===== config.mk =====
export PLATFORM = sky130hd
export DESIGN_NAME = float_div
export DESIGN_NICKNAME = d
export VERILOG_FILES = /design/src/rtl/float16_pkg.sv /design/src/rtl/float_div_core.sv /design/src/rtl/float_div.sv
export SDC_FILE = /design/constraint.sdc
export NUM_CORES = 1
export LEC_CHECK = 0
export ABC_AREA = 1
export CAP_MARGIN = 20
export CORE_ASPECT_RATIO = 1.2
export CORE_MARGIN = 1.5
export CORE_UTILIZATION = 30
export CTS_CLUSTER_SIZE = 12
export DETAILED_ROUTE_END_ITERATION = 8
export GPL_TIMING_DRIVEN = 0
export HOLD_SLACK_MARGIN = 0.06
export MAX_ROUTING_LAYER = met4
export SLEW_MARGIN = 25
export SYNTH_ARGS = -nofsm -noshare
export SYNTH_HDL_FRONTEND = slang
export SYNTH_SLANG_ARGS = --single-unit

===== constraint.sdc =====
create_clock -name clk -period 6.99 [get_ports clk]
set_input_delay 1.7475 -clock clk [delete_from_list [all_inputs] [get_ports clk]]
set_output_delay 1.7475 -clock clk [all_outputs]
set_load 0.01 [all_outputs]

===== src/rtl/float16_pkg.sv =====
// Shared widths, constants and FSM state type for the half-precision divider.
package float16_pkg;
  localparam int EXP_W    = 5;
  localparam int MANT_W   = 10;
  localparam int FRAC_W   = MANT_W + 1;
  localparam int REM_W    = FRAC_W + 1;
  localparam int EXP_BIAS = 15;
  localparam int QUO_BITS = 12;
  localparam int CNT_W    = 4;
  localparam int EXPI_W   = 7;
  localparam logic [14:0] INF_MAG = 15'h7C00;

  typedef enum logic [1:0] {ST_IDLE, ST_DIV, ST_NORM, ST_DONE} state_e;
endpackage


===== src/rtl/float_div_core.sv =====
// 12-bit restoring mantissa divider: one quotient bit per step, MSB first.
module float_div_core
  import float16_pkg::*;
(
  input  logic                clk,
  input  logic                rst,
  input  logic                load_i,
  input  logic                step_i,
  input  logic [FRAC_W-1:0]   frac_a_i,
  input  logic [FRAC_W-1:0]   frac_b_i,
  output logic [QUO_BITS-1:0] quo_o,
  output logic                last_o
);
  logic [REM_W-1:0]    rem_q, rem_d;
  logic [FRAC_W-1:0]   frac_b_q, frac_b_d;
  logic [QUO_BITS-1:0] quo_q, quo_d;
  logic [CNT_W-1:0]    cnt_q, cnt_d;
  logic [REM_W-1:0]    diff;
  logic                q_bit;

  always_comb begin
    rem_d    = rem_q;
    frac_b_d = frac_b_q;
    quo_d    = quo_q;
    cnt_d    = cnt_q;
    q_bit    = (rem_q >= {1'b0, frac_b_q});
    diff     = q_bit ? (rem_q - {1'b0, frac_b_q}) : rem_q;
    if (load_i) begin
      rem_d    = {1'b0, frac_a_i};
      frac_b_d = frac_b_i;
      quo_d    = '0;
      cnt_d    = CNT_W'(QUO_BITS - 1);
    end else if (step_i) begin
      // After a subtract the remainder is below fracB, so the shift cannot lose its MSB.
      rem_d = {diff[REM_W-2:0], 1'b0};
      quo_d = {quo_q[QUO_BITS-2:0], q_bit};
      cnt_d = cnt_q - CNT_W'(1);
    end
  end

  always_ff @(posedge clk or posedge rst) begin
    if (rst) begin
      rem_q    <= '0;
      frac_b_q <= '0;
      quo_q    <= '0;
      cnt_q    <= '0;
    end else begin
      rem_q    <= rem_d;
      frac_b_q <= frac_b_d;
      quo_q    <= quo_d;
      cnt_q    <= cnt_d;
    end
  end

  assign quo_o  = quo_q;
  assign last_o = (cnt_q == '0);
endmodule


===== src/rtl/float_div.sv =====
// Half-precision divider top: operand capture, FSM, normalisation and special cases.
// Define FLOAT_DIV_OVF_SAT_EN to saturate exponent overflow to signed infinity (else zero).
module float_div
  import float16_pkg::*;
(
  input  logic        clk,
  input  logic        rst,
  input  logic        start,
  input  logic [15:0] floatA,
  input  logic [15:0] floatB,
  output logic        busy,
  output logic        done,
  output logic [15:0] quotient,
  output logic        divZero
);
  localparam logic signed [EXPI_W-1:0] BIAS_S    = EXPI_W'(EXP_BIAS);
  localparam logic signed [EXPI_W-1:0] ONE_S     = EXPI_W'(1);
  localparam logic signed [EXPI_W-1:0] EXP_MAX_S = EXPI_W'((1 << EXP_W) - 1);

  state_e                     state_q, state_d;
  logic                       sign_q, sign_d;
  logic signed [EXPI_W-1:0]   exp_q, exp_d;
  logic                       a_zero_q, a_zero_d;
  logic                       b_zero_q, b_zero_d;
  logic [15:0]                quotient_q, quotient_d;
  logic                       div_zero_q, div_zero_d;

  logic                       load, step;
  logic [QUO_BITS-1:0]        core_quo;
  logic                       core_last;
  logic signed [EXPI_W-1:0]   exp_a, exp_b, exp_norm;
  logic [MANT_W-1:0]          mant_norm;
  logic [15:0]                result;
  logic                       result_dz;

  assign exp_a = {{(EXPI_W-EXP_W){1'b0}}, floatA[MANT_W +: EXP_W]};
  assign exp_b = {{(EXPI_W-EXP_W){1'b0}}, floatB[MANT_W +: EXP_W]};

  float_div_core u_core (
    .clk      (clk),
    .rst      (rst),
    .load_i   (load),
    .step_i   (step),
    .frac_a_i ({1'b1, floatA[MANT_W-1:0]}),
    .frac_b_i ({1'b1, floatB[MANT_W-1:0]}),
    .quo_o    (core_quo),
    .last_o   (core_last)
  );

  always_comb begin
    if (core_quo[QUO_BITS-1]) begin
      exp_norm  = exp_q;
      mant_norm = core_quo[QUO_BITS-2:1];
    end else begin
      exp_norm  = exp_q - ONE_S;
      mant_norm = core_quo[MANT_W-1:0];
    end
    result    = '0;
    result_dz = 1'b0;
    // Zero divisor wins over a zero dividend.
    if (b_zero_q) begin
      result    = {sign_q, INF_MAG};
      result_dz = 1'b1;
    end else if (a_zero_q) begin
      result = '0;
    end else if (exp_norm <= 0) begin
      result = '0;
    end else if (exp_norm >= EXP_MAX_S) begin
`ifdef FLOAT_DIV_OVF_SAT_EN
      result = {sign_q, INF_MAG};
`else
      result = '0;
`endif
    end else begin
      result = {sign_q, exp_norm[EXP_W-1:0], mant_norm};
    end
  end

  always_comb begin
    state_d    = state_q;
    load       = 1'b0;
    step       = 1'b0;
    sign_d     = sign_q;
    exp_d      = exp_q;
    a_zero_d   = a_zero_q;
    b_zero_d   = b_zero_q;
    quotient_d = quotient_q;
    div_zero_d = div_zero_q;
    case (state_q)
      ST_IDLE: begin
        if (start) begin
          load     = 1'b1;
          sign_d   = floatA[15] ^ floatB[15];
          exp_d    = exp_a - exp_b + BIAS_S;
          a_zero_d = (floatA[MANT_W +: EXP_W] == '0);
          b_zero_d = (floatB[MANT_W +: EXP_W] == '0);
          state_d  = ST_DIV;
        end
      end
      ST_DIV: begin
        step = 1'b1;
        if (core_last) state_d = ST_NORM;
      end
      ST_NORM: begin
        quotient_d = result;
        div_zero_d = result_dz;
        state_d    = ST_DONE;
      end
      ST_DONE: state_d = ST_IDLE;
      default: state_d = ST_IDLE;
    endcase
  end

  always_ff @(posedge clk or posedge rst) begin
    if (rst) begin
      state_q    <= ST_IDLE;
      sign_q     <= 1'b0;
      exp_q      <= '0;
      a_zero_q   <= 1'b0;
      b_zero_q   <= 1'b0;
      quotient_q <= '0;
      div_zero_q <= 1'b0;
    end else begin
      state_q    <= state_d;
      sign_q     <= sign_d;
      exp_q      <= exp_d;
      a_zero_q   <= a_zero_d;
      b_zero_q   <= b_zero_d;
      quotient_q <= quotient_d;
      div_zero_q <= div_zero_d;
    end
  end

  assign busy     = (state_q != ST_IDLE);
  assign done     = (state_q == ST_DONE);
  assign quotient = quotient_q;
  assign divZero  = div_zero_q;
endmodule


* Word level (Yosys, flattened, before mapping)
Cells that the tools add are included.
** Operators by class
- Add/sub/neg operators :: 5
- Magnitude comparators :: 3
- Equality and inequality tests :: 5
- Multiplexer cells :: 20
- Bitwise logic cells :: 1
- Reductions and logical operators :: 8
** Operators by type and width (count)
- 2-to-1 mux 16 bit :: 4
- 2-to-1 mux 12 bit :: 4
- greater-or-equal comparator 12 x 11 -> 1 bit :: 1
- 2-to-1 mux 11 bit :: 1
- subtractor 11 bit :: 1
- logical NOT 5 bit :: 2
- 2-to-1 mux 10 bit :: 1
- 2-to-1 mux 4 bit :: 2
- case mux 2 bit (4 select lines) :: 1
- adder 6 x 5 -> 7 bit (second input constant) :: 1
- greater-or-equal comparator 7 x 6 -> 1 bit (second input constant) :: 1
- <= comparator 7 x 1 -> 1 bit (second input constant) :: 1
- 2-to-1 mux 7 bit :: 1
- subtractor 7 x 2 -> 7 bit (second input constant) :: 1
- subtractor 5 x 5 -> 6 bit :: 1
- equality test 2 bit (second input constant) :: 2
- logical NOT 4 bit :: 1
- 2-to-1 mux 1 bit :: 4
- 2-to-1 mux 2 bit :: 2
- inequality test 2 bit (second input constant) :: 2
- AND reduction 2 bit :: 2
- nonzero test 2 bit :: 2
- subtractor 4 x 1 -> 4 bit (second input constant) :: 1
- equality test 2 x 1 -> 1 bit (second input constant) :: 1
- 2 further kinds :: 2
** Word-level totals
- Bits in registers :: 68
- Bits of input ports :: 35
- Output and inout bits :: 19

* Longest topological paths before layout
Gate-level depths: netlist (run 1).
- Word-level depth :: 7
- Depth in mapped cells :: 14
- Depth with buffers taken out :: 14

* Hierarchy
Synthesis (run 1) repeated with hierarchy kept, for this count alone.
** Unflattened totals
- Cell total of the unflattened synthesis :: 588
- Area total of the unflattened synthesis :: 4433.0 sq um
** By module, submodules not included
- float_div_core :: instances 1, cells an instance 324, area each 2436.1 sq um, seq. area each 975.9 sq um
- float_div :: instances 1, cells an instance 264, area each 1996.9 sq um, seq. area each 725.7 sq um

* Worst setup path after synthesis (run 1)
OpenSTA, ideal clock, no wires.
- Kind :: input port to flip-flop
- From :: in floatA[10]
- To :: reg exp_q[5]
- Arrival time :: 3.077 ns
- Data required time :: 6.872 ns
- Path slack :: 3.795 ns
- Cell stages on the path :: 12
- Buffers on the path :: 0
- Path through :: inv_1 ha_1 inv_1 fa_1 xnor2_1 nand2_1 nor2_1 nand2_1 nand2_1 nand2_1 nand3_1 nand2_1
** On the way
- Word-level cells in the longest chain between the ends :: 2
** RTL lines
- start: declaration :: RTL line float_div.sv:9 : input logic [15:0] floatA,
- subtractor 5 x 5 -> 6 bit :: RTL line float_div.sv:94 : exp_d = exp_a - exp_b + BIAS_S;
- adder 6 x 5 -> 7 bit :: RTL line float_div.sv:94
- end signal: assignment :: RTL line float_div.sv:126 : exp_q <= exp_d;
- end: declaration :: RTL line float_div.sv:22 : logic signed [EXPI_W-1:0] exp_q, exp_d;
No other way between the ends.
A chain may end at the register's enable or synchronous reset.

* Worst setup path in the final report (run 1)
- From :: in floatB[10]
- To :: reg exp_q[5]
** On the way
- Word-level cells in the longest chain between the ends :: 2
** RTL lines
- start: declaration :: RTL line float_div.sv:10 : input logic [15:0] floatB,
- subtractor 5 x 5 -> 6 bit :: RTL line float_div.sv:94
- adder 6 x 5 -> 7 bit :: RTL line float_div.sv:94
No other way between the ends.

==> metrics.md, run 1 <==
| Metric | Value |
|---|---|
| Status | completed |
| Final setup vio count | 0 |
| Initial antenna violation count | 0 |
| Final Hold Fails | 0 |
| Layout cells sized above 1 | 6.75% |
| Mapped cell area | between 4000 and 5000 µm² |
| Final nets | 678 |
| Seq/Total Area, Yosys | between 40 and 50% |
| Routed Antenna Nets | 0 |
| Tcrit/Tclk final | 51.4% |
| Rows | between 40 and 50 |
| Ys flop type | dfrtp_1 |
| CTS Buffer Depth | 2 |
| Top post-synthesis cells by area | dfrtp_1, nand2_1, ha_1 |
| Final instance area | between 5000 and 6000 µm² |
| Number of flops mapped to enable cells by yosys | 0 |
| Die ar. | ~15000 µm² |
| FFs w/ async S/R, synth | 100% |
| Area grow syn2layout | 26.7% |
| Die width | around 110 µm |
| WP data required | between 7 and 8 ns |
| Pre-antenna DRT Iters | 4 |
| Leading cell types by count after synthesis | nand2_1, inv_1, dfrtp_1 |
| DRT iter0 DRCs | roughly 150 |
| Max IR drop VDD | 0.228 mV |
| Mux cell area share after synthesis | 0% |
| Via count | 3800 |
| Maxcap violations | 0 |
| Post-Syn Instances | around 550 |
| Number of synthesis warnings | 0 |
| Hpwl dp | ~7.5 mm |
| Setup crit start | floatB[10] |
| Top-count cell post-synth | nand2_1 |
| Post-CTS setup buffer count | 0 |
| Count of input and output buffers | between 50 and 60 |
| Total GRT Usage | roughly 15% |
| Measured slew at the worst slew-check pin | roughly 0.59 ns |
| Placement Cell Area | 4940 µm² |
| Vias/cell | about 4.8 |
| Final Max Tran Viols | 0 |
| # clock sinks | 68 |
| RR Endpoint | u_core.rem_q[4] |
| Reg2reg setup slack | about 5 ns |
| R2R depth | 9 |
| Largest family of logic cells by synthesized area | simple AND/OR/NAND/NOR gates |
| Starting Density | 30.4% |
| HP Class | reg2reg |
| CTS resizes | 0 |
| Clock skew | roughly 0.0077 ns |
| Pin count of the biggest net entering global routing | 39 |
| Root buf cell | clkbuf_16 |
| RSZ-0062 raised after global routing | no |
| Final wirelength | approximately 9.9 mm |
| Mapped Avg Cell Area | approximately 7.6 µm² |
| Post-synthesis xor/xnor area fraction | roughly 1.9% |
| CTS H-tree depth | 3 |
| CP Capture Point | exp_q[5] |
| Core area | around 14000 µm² |
| ANT cells | 0 |
| First-pass GRT wire length | roughly 17 mm |
| Cts hold-fix bufs | 0 |
| CP Max Fanout | 3 |
| Routed WL per cell | approximately 12 µm |
| #FFs+latches synth | a little under 70 |
| Post-Synth Simple-Gate Area | roughly 28% |
| Vias in the first global route | between 3000 and 4000 |
| Post-synthesis net count | just over 600 |
| Fraction of the mapped netlist area in adder cells | under 10% |
| GP Congestion | approximately 0.90 |
| Compound-cell area share of the yosys netlist | between 10 and 15% |
| Crit path time final | 3.59 ns |
| Post-synth top area share | about two fifths |
| Grt total ovfl | 0 |
| Critical path type | in2reg |
| Power Dens Cells | around 490 nW/µm² |
| Clk pin slew, worst setup/hold paths | roughly 0.060 ns |
| Setup TNS | 0 ns |
| Crit. End Element | register |
| Number of remaining DRC errors | 0 |
| CTS tree | yes |
| Yosys cell types | 36 |
| CP Data Arrival Time | between 3 and 4 ns |
| Crit start category | input pin |
| IO Pins | 54 |
| RR Startpoint | u_core.frac_b_q[0] |
| Leak Pwr | 2.59 nW |
| Achievable Freq | roughly 280 MHz |
| CTS Buf Count | 9 |
| Largest area contributor in the netlist | dfrtp_1 |
| Worst-skew pair later-pin latency | around 0.33 ns |
| Die H | 132 µm |
| Rel. slew slack | 60.4% |
==> registers in the layout, summed over array words and instances, names as in the netlist <==
name and count:
sign_q 1, u_core.quo_o 12, state_q 2, u_core.rem_q 12, divZero 1, b_zero_q 1
u_core.frac_b_q 11, u_core.cnt_q 4, a_zero_q 1, quotient 16, exp_q 7
==> placed cells by master (no fill, tap or decap), types with 6 or more instances in the layout <==
master,netlist,layout
nand3_1,36,36
o21ai_0,36,36
clkbuf_16,0,9
nand2_1,155,155
xnor2_1,6,6
nor2_1,32,32
clkbuf_1,12,12
nand4_1,24,24
a21oi_1,23,23
inv_1,77,76
dfrtp_1,68,68
ha_1,24,24
clkdlybuf4s50_1,0,53
o22ai_1,12,12
==> critical path, stage by stage <==
cell,delay [ns]
clkdlybuf4s50_1,0.49
ha_1,0.19
inv_1,0.08
fa_1,0.41
xnor2_1,0.29
nand2_1,0.10
nor2_1,0.15
nand2_1,0.12
nand2_1,0.08
nand2_1,0.05
nand3_1,0.06
nand2_1,0.05
==> power by group <==
| group | internal (mW) | total, mW | switching [mW] |
|---|---|---|---|
| registers | 0.564 | 0.667 | 0.102 |
| logic | 0.553 | 1.41 | 0.861 |
| clock network | 0.351 | 0.529 | 0.178 |
| total | 1.47 | 2.61 | 1.14 |
==> final cells by class <==
type / instances / area, µm²
Buffer: 22 / 115
Clock buffer: 9 / 225
Clock inverter: 7 / 121
Fill cell: 1427 / 8420
Inverter: 79 / 299
Multi-Input combinational cell: 383 / 2060
Sequential cell: 68 / 1700
Tap cell: 171 / 214
Timing Repair Buffer: 54 / 551
==> worst min path at each step <==
stage / startpoint / endpoint / depth (start not counted)
CTS: u_core.frac_b_q[10] / u_core.frac_b_q[10] / 2
global route: u_core.frac_b_q[10] / u_core.frac_b_q[10] / 2
detailed placement: u_core.frac_b_q[10] / u_core.frac_b_q[10] / 2
finish: u_core.frac_b_q[10] / u_core.frac_b_q[10] / 2
floorplan: u_core.frac_b_q[10] / u_core.frac_b_q[10] / 2
global placement: u_core.frac_b_q[10] / u_core.frac_b_q[10] / 2
==> metal layers <==
layer / vias to the layer above / GRT usage, % / share of wire, %
met2: 91 / 25.5 / 51
li1: 1924 / - / -
met1: 1774 / 17.2 / 43
met5: - / - / 0
met4: 0 / 4.42 / 1.2
met3: 11 / 2.44 / 5.5
==> through the flow <==
step / setup WS [ns] / cells / hold slack (ns) / power (mW) / utilization (%)
after floorplan: 3.53 / 552 / 0.426 / 1.71 / -
after global placement: 2.28 / 776 / 0.443 / 2.05 / 35.9
after detailed placement: 3.11 / 777 / 0.448 / 2.09 / 36.0
after CTS: 3.44 / 793 / 0.463 / 2.63 / 38.6
after global routing: 3.28 / 793 / 0.496 / 2.87 / 38.6
final: 3.40 / 793 / 0.462 / 2.61 / 38.6
==> cell families after synthesis <==
group	Yosys count
buf+inv	101
flops	68
xor+xnor	9
simple gates	266
compound gates	82
fa+ha+maj	26
Note: power is estimated with default switching activity, not from simulation.
==> run 2: changes to the inputs <==
clock period = 3.57 ns   (was 6.99 ns; I/O delays follow)
==> results of run 2 <==
The final DEF is identical to that of run 1. Status: completed.
Main changes from that run: setup slack after placement 3.11 ns -> 0.541 ns; setup slack after layout 3.40 ns -> 0.831 ns; register-to-register setup slack 4.86 ns -> 1.44 ns; total power 2.61 mW -> 5.11 mW; worst IR drop on VDD 0.228 mV -> 0.447 mV
==> run 3: changes to the inputs <==
clock period = 2.6 ns   (was 3.57 ns; I/O delays follow)
==> run 3 against run 2 <==
  * Sequential power up 37%
  * First-iteration DRC count up 12%
  * Critical endpoint unchanged
  * Largest cell class unchanged
  * Combinational power up 38%
  * Clock power up 38%
==> metrics.md, run 3 (synthesis gave the netlist of run 1 again) <==
| Metric | Value |
|---|---|
| Buffers & Inverters on Critical Path | 2 (unchanged) |
| Critical path's slowest cell | clkdlybuf4s50_1 (unchanged) |
| Worst-skew pair later-pin latency | 0.33 ns (about the same) |
| Pre-antenna DRT Iters | 5 (was 4) |
| Vias in the first global route | 3717 (unchanged) |
| Most common cell after layout, fill and taps aside | nand2_1 (unchanged) |
| Placement Cell Area | 4940 µm² (unchanged) |
| Tot Pwr | 7.03 mW (was 5.11 mW) |
| Max FFs per register | 16 (unchanged) |
| Die ar. | 14600 µm² (unchanged) |
| Hpwl dp | 7.46 mm (unchanged) |
| R2R depth | 9 (unchanged) |
| CP top delay family | adder cells (was simple AND/OR/NAND/NOR gates) |
| Routed Antenna Nets | 0 (unchanged) |
| Critical path type | in2reg (unchanged) |
| Fin Hold WS | 0.458 ns (was 0.462 ns) |
| Count of input and output buffers | 53 (unchanged) |
| Pin count of the biggest net entering global routing | 39 (unchanged) |
| CTS Buf Count | 9 (unchanged) |
| Crit start category | input pin (unchanged) |
| Crit path cell chain | clkdlybuf4s50_1 -> ha_1 -> inv_1 -> fa_1 -> xnor2_2 -> nand2_1 -> nor2_1 -> nand2_1 -> nand2_1 -> nand2_1 -> nand3_1 -> nand2_1 (was clkdlybuf4s50_1 -> ha_1 -> inv_1 -> fa_1 -> xnor2_1 -> nand2_1 -> nor2_1 -> nand2_1 -> nand2_1 -> nand2_1 -> nand3_1 -> nand2_1) |
| Core area | 13700 µm² (unchanged) |
| ANT cells | 0 (unchanged) |
| Vias/cell | 4.77 (was 4.79) |
| Achievable Freq | 417 MHz |
| Dpl ws | -0.187 ns (was 0.541 ns) |
| Area grow syn2layout | 26.9% (was 26.7%) |
| Grt total ovfl | 0 (unchanged) |
| Internal cell power | 3.95 mW (was 2.88 mW) |
| Total GRT Usage | 14.6% (unchanged) |
| Die H | 132 µm (unchanged) |
| Max IR drop VDD | 0.618 mV (was 0.447 mV) |
| Commonest cells after routing, fill and taps aside | nand2_1, inv_1, dfrtp_1 (unchanged) |
| Initial antenna violation count | 0 (unchanged) |
| Root buf cell | clkbuf_16 (unchanged) |
| Via count | 3785 (was 3800) |
| RSZ-0062 raised after global routing | no (unchanged) |
| Measured slew at the worst slew-check pin | 0.569 ns (was 0.594 ns) |
| Crit path time final | around 2.4 ns |
| CTS Buffer Depth | 2 (unchanged) |
| Clock share of power | 20.3% (about the same) |
| Final core occ | 38.6% (about the same) |
| Leak Pwr | 2.60 nW (was 2.59 nW) |
| Final wirelength | 9.89 mm (was 9.85 mm) |
| Die width | 111 µm (unchanged) |
| Most used cell, CP | nand2_1 (unchanged) |
| Number of remaining DRC errors | 0 (unchanged) |
| Clock skew | 0.00548 ns (was 0.00771 ns) |
| Final Max Tran Viols | 0 (unchanged) |
| Tcrit/Tclk final | between 90 and 100% |
| Status | completed (unchanged) |
| Hold path cells | 2 (unchanged) |
| Rel. slew slack | 62.0% (was 60.4%) |
| Part of the power in registers | 25.5% (about the same) |
| Final nets | 678 (unchanged) |
| Routed WL per cell | 12.5 µm (was 12.4 µm) |
| Sw Ratio | 43.8% (was 43.7%) |
| Switching pwr | 3.08 mW (was 2.23 mW) |
| Clk pin slew, worst setup/hold paths | 0.06 ns (about the same) |
| Post-CTS setup buffer count | 0 (unchanged) |
| Final instance area | 5290 µm² (was 5280 µm²) |
| Power Dens Cells | 1330 nW/µm² (was 967 nW/µm²) |
| Crit. End Element | register (unchanged) |
| Stages on the worst setup path | 12 (unchanged) |
| HP Class | reg2reg (unchanged) |
| Final setup vio count | 0 (unchanged) |
| WP data required | 2.82 ns (was 3.79 ns) |
| IO Pins | 54 (unchanged) |
| CTS H-tree depth | 3 (unchanged) |
| CP Data Arrival Time | 2.62 ns (was 2.96 ns) |
| GP Congestion | 0.900 (unchanged) |
| CP max stage delay | 0.49 ns (about the same) |
| Cts hold-fix bufs | 0 (unchanged) |
| CTS resizes | 0 (unchanged) |
| DRT iter0 DRCs | 170 (was 152) |
| Maxcap violations | 0 (unchanged) |
| CTS tree | yes (unchanged) |
| Logic pwr share | 54.2% (about the same) |
| Final Hold Fails | 0 (unchanged) |
| Rows | 47 (unchanged) |
| First-pass GRT wire length | 17.1 mm (unchanged) |
| Starting Density | 30.4% (unchanged) |
| Setup ws final | 0.200 ns (was 0.831 ns) |
| # clock sinks | 68 (unchanged) |
| Fill cell count | 1425 (was 1427) |
| CP Max Fanout | 3 (unchanged) |
| Layout cells sized above 1 | 6.91% (was 6.75%) |
## run 3: cell counts in the layout (fill, tap and decap cells not counted)
Identical to the previous run, type by type.
## run 3: path summary, 6_finish.rpt
| kind | start | end | slack, ns |
|---|---|---|---|
| hold reg to reg | u_core.frac_b_q[10] | u_core.frac_b_q[10] | 0.46 |
| setup / recovery | floatB[10] | exp_q[5] | 0.20 |
| setup reg to reg | u_core.frac_b_q[0] | u_core.rem_q[10] | 0.47 |
| max in group asynchronous | rst | u_core.cnt_q[0] | 1.37 |
| hold / removal | u_core.frac_b_q[10] | u_core.frac_b_q[10] | 0.46 |
| min in group asynchronous | rst | quotient[6] | 0.67 |
## run 3: per-layer routing
layer  track usage, %  part of all wire, %
met1             17.2                   44
met2             25.5                   51
met3             2.44                  4.5
met4             4.42                 0.79
met5                -                    0
## run 3: through the flow
step	TNS, ns	instances
floorplan	0	552
global placement	-68.89	776
detailed placement	-0.438	777
CTS	0	793
global route	0	793
finish	0	793
## run 3: area by class of cell
class / instances / area [µm²] / area share, %
clock buffer: 9 / 225 / 4.26
sequential: 68 / 1700 / 32.2
buffer: 22 / 115 / 2.18
multi-input combinational: 383 / 2060 / 39.0
tap: 171 / 214 / 4.04
timing repair buffer: 54 / 551 / 10.4
inverter: 79 / 299 / 5.65
clock inverter: 7 / 121 / 2.29
## run 3: power by group through the flow
| stage | sequential (mW) | combinational, mW | clock (mW) |
|---|---|---|---|
| final | 1.79 | 3.81 | 1.43 |
| after global placement | 1.79 | 3.72 | 0 |
| after detailed placement | 1.81 | 3.81 | 0 |
| after global routing | 1.85 | 4.35 | 1.51 |
| after floorplan | 1.80 | 2.78 | 0 |
| after CTS | 1.80 | 3.83 | 1.45 |
## run 3: worst reg2reg max path, cell delays in order (launching register included)
cell	delay [ns]
dfrtp_1	0.40
ha_1	0.25
fa_1	0.42
o21ai_2	0.26
nand3_1	0.13
nand3_1	0.13
buf_4	0.19
nand2_1	0.09
nand2_1	0.08
a21oi_1	0.06
==> RTL change, RTL diff (settings of run 1) <==
Build with the macro `FLOAT_DIV_OVF_SAT_EN` defined.
--- a/src/rtl/float_div.sv
+++ b/src/rtl/float_div.sv
@@ -1,5 +1,7 @@
 // Half-precision divider top: operand capture, FSM, normalisation and special cases.
 // Define FLOAT_DIV_OVF_SAT_EN to saturate exponent overflow to signed infinity (else zero).
+`define FLOAT_DIV_OVF_SAT_EN
+
 module float_div
   import float16_pkg::*;
 (
Formal check against the unedited RTL: same outputs for any inputs over 10 cycles, from zero or initial values and one cycle with rst high; that may be too few to reach the edited logic, so the function may still have changed.
==> RTL change against run 1 <==
  * The run now ends with design-rule violations left
  * Area after synthesis grew 2.7%
  * Non-clock buffer count down 7
  * Worst hold slack barely moved
  * Wire length grew 5.5%
  * Clock power is 12% lower
  * Final area is 1.3% higher
  * Clock skew down 0.0030 ns
  * Global-route usage increased by 0.54 points
  * Total power rose by 3.6%
  * Setup slack better by 0.079 ns
  * Sequential cell count unchanged
==> RTL change: results (changes against run 1) <==
stage,metric,value,unit,change
outcome,result_of_the_run,"complete, but fails checks",,
synthesis,synth_fp_nets,623,,+1.6%
outcome,violations_in_the_final_reports,design-rule violations,,
worst_hold_path,number_of_cells_on_the_worst_hold_path,2,,unchanged
setup_path,regToRegEndpoint,u_core.rem_q[7],,
placement,hpwlAfterDp,7840,microns,+5.0%
detailed_routing,drt_iter0_markers,161,,+5.9%
setup_path,worstPathArrival,3.77,ns,-0.04 ns
cells_and_area,fill_cells,1468,,+2.9%
grt,use_met2,25.1,%,-0.41 points
pwr,irDropWorstVdd,0.000200,V,-12%
worst_hold_path,hold_path_end,u_core.frac_b_q[10],,
grt,grt_pass1_wl,17800,microns,+3.9%
synthesis,synthTopCellsByCount,"155 x nand2_1, 72 x inv_1, 68 x dfrtp_1, 45 x nor2_1, 31 x nand3_1",,
setup_path,path_max_fanout,2,,-1
pwr,leakagePower,2.63,nW,+1.4%
cells_and_area,fin_nets,688,,+1.5%
timing,max-slew-margin-rel,60.1,%,-0.31 points
synthesis,synth_cell_types,39,,+8.3%
pwr,p_int,1.46,mW,-0.80%
cells_and_area,finish.cell_count_without_fillers,803,,+1.3%
setup_path,r2r_slack,4.84,ns,-0.02 ns
clock_tree,cts.clk_slew.worst_paths,0.06,ns,about the same
grt,use_met1,17.8,%,+0.59 points
timing,skew,0.00468,ns,-0.00303 ns
placement,routability_cong,0.904,,+0.40%
cells_and_area,layout-drive-gt1-share,10.8,%,+4.0 points
setup_path,reg2reg_from,u_core.rem_q[0],,
grt,globalRouteTotalUtil,15.1,%,+0.54 points
detailed_routing,avgRoutedWirePerCell,13.0,microns,+4.2%
grt,grt.met3_usage,2.89,%,+0.46 points
synthesis,synth_sequential_area_ratio,39.7,%,-1.1 points
detailed_routing,vias,3808,,+0.21%
detailed_routing,route.detailed.drc,10,,+10
placement,placed_cells_incl_taps,787,,+1.3%
synthesis,synth.top_cells.by_area,"dfrtp_1 40%, nand2_1 14%, ha_1 7.0%",,
worst_hold_path,startpoint_of_the_tightest_hold_check_path,u_core.frac_b_q[10],,
grt,number_of_global_route_vias_before_repair,3855,,+3.7%
setup_path,worstRegToRegCells,12,,+3
synthesis,netlist_instances,562,,+1.8%
detailed_routing,detail_route.first_pass.iterations,6,,+2
[RTL change: cell type report]
| cell class | count | area share [%] |
|---|---|---|
| Buffer | 15 | 1.57 |
| Clock buffer | 10 | 4.46 |
| Clock inverter | 6 | 1.19 |
| Inverter | 84 | 6.01 |
| Multi-Input combinational cell | 395 | 40.7 |
| Sequential cell | 68 | 31.8 |
| Tap cell | 171 | 4.00 |
| Timing Repair Buffer | 54 | 10.3 |
[RTL change: cells by family after synthesis]
kind of cell	after synthesis	synth area share [%]
compound gates	87	12.7
xor+xnor	8	1.64
simple gates	274	28.6
flops	68	39.7
buf+inv	99	9.41
fa+ha+maj	26	7.95
[RTL change: critical path, stage by stage]
cell and delay, ns:
clkdlybuf4s50_1 0.48, inv_1 0.05, ha_1 0.20, inv_1 0.09, fa_1 0.44, inv_1 0.07, ha_1 0.13, inv_1 0.04
nor2_1 0.14, nand2_1 0.09, nand2_1 0.07, nand2_1 0.06, o21ai_1 0.15
[RTL change: through the flow]
step                hold WS [ns]  instance area (sq um)  setup slack (ns)
global route               0.503                   5350              3.29
global placement           0.446                   5030              2.28
floorplan                  0.426                   4280              3.53
finish                     0.461                   5350              3.48
CTS                        0.459                   5350              3.49
detailed placement         0.444                   5050              3.14
[RTL change: routing by layer]
layer | routed length (microns) | part of all wire [%] | vias to the layer above
met5 | 0 | 0 | -
met4 | 312 | 3.0 | 0
met3 | 451 | 4.3 | 23
met2 | 5030 | 48 | 88
met1 | 4600 | 44 | 1755
li1 | - | - | 1942
[RTL change: power by group through the flow]
stage	sequential, mW	combinational (mW)	clock, mW
after floorplan	0.681	1.14	0
after detailed placement	0.685	1.55	0
final	0.677	1.56	0.465
after global placement	0.677	1.53	0
after CTS	0.679	1.57	0.475
after global routing	0.702	1.78	0.492
[RTL change: worst max-delay path by stage]
stage	startpoint	endpoint	slack [ns]	cells past startpoint
5_1_grt	floatA[10]	exp_q[6]	3.29	13
2_1_floorplan	rst	a_zero_q	3.53	1
4_1_cts	floatA[10]	exp_q[6]	3.49	13
3_5_place_dp	floatA[10]	exp_q[6]	3.14	13
6_report	floatA[10]	exp_q[6]	3.48	13
3_3_place_gp	rst	a_zero_q	2.28	2
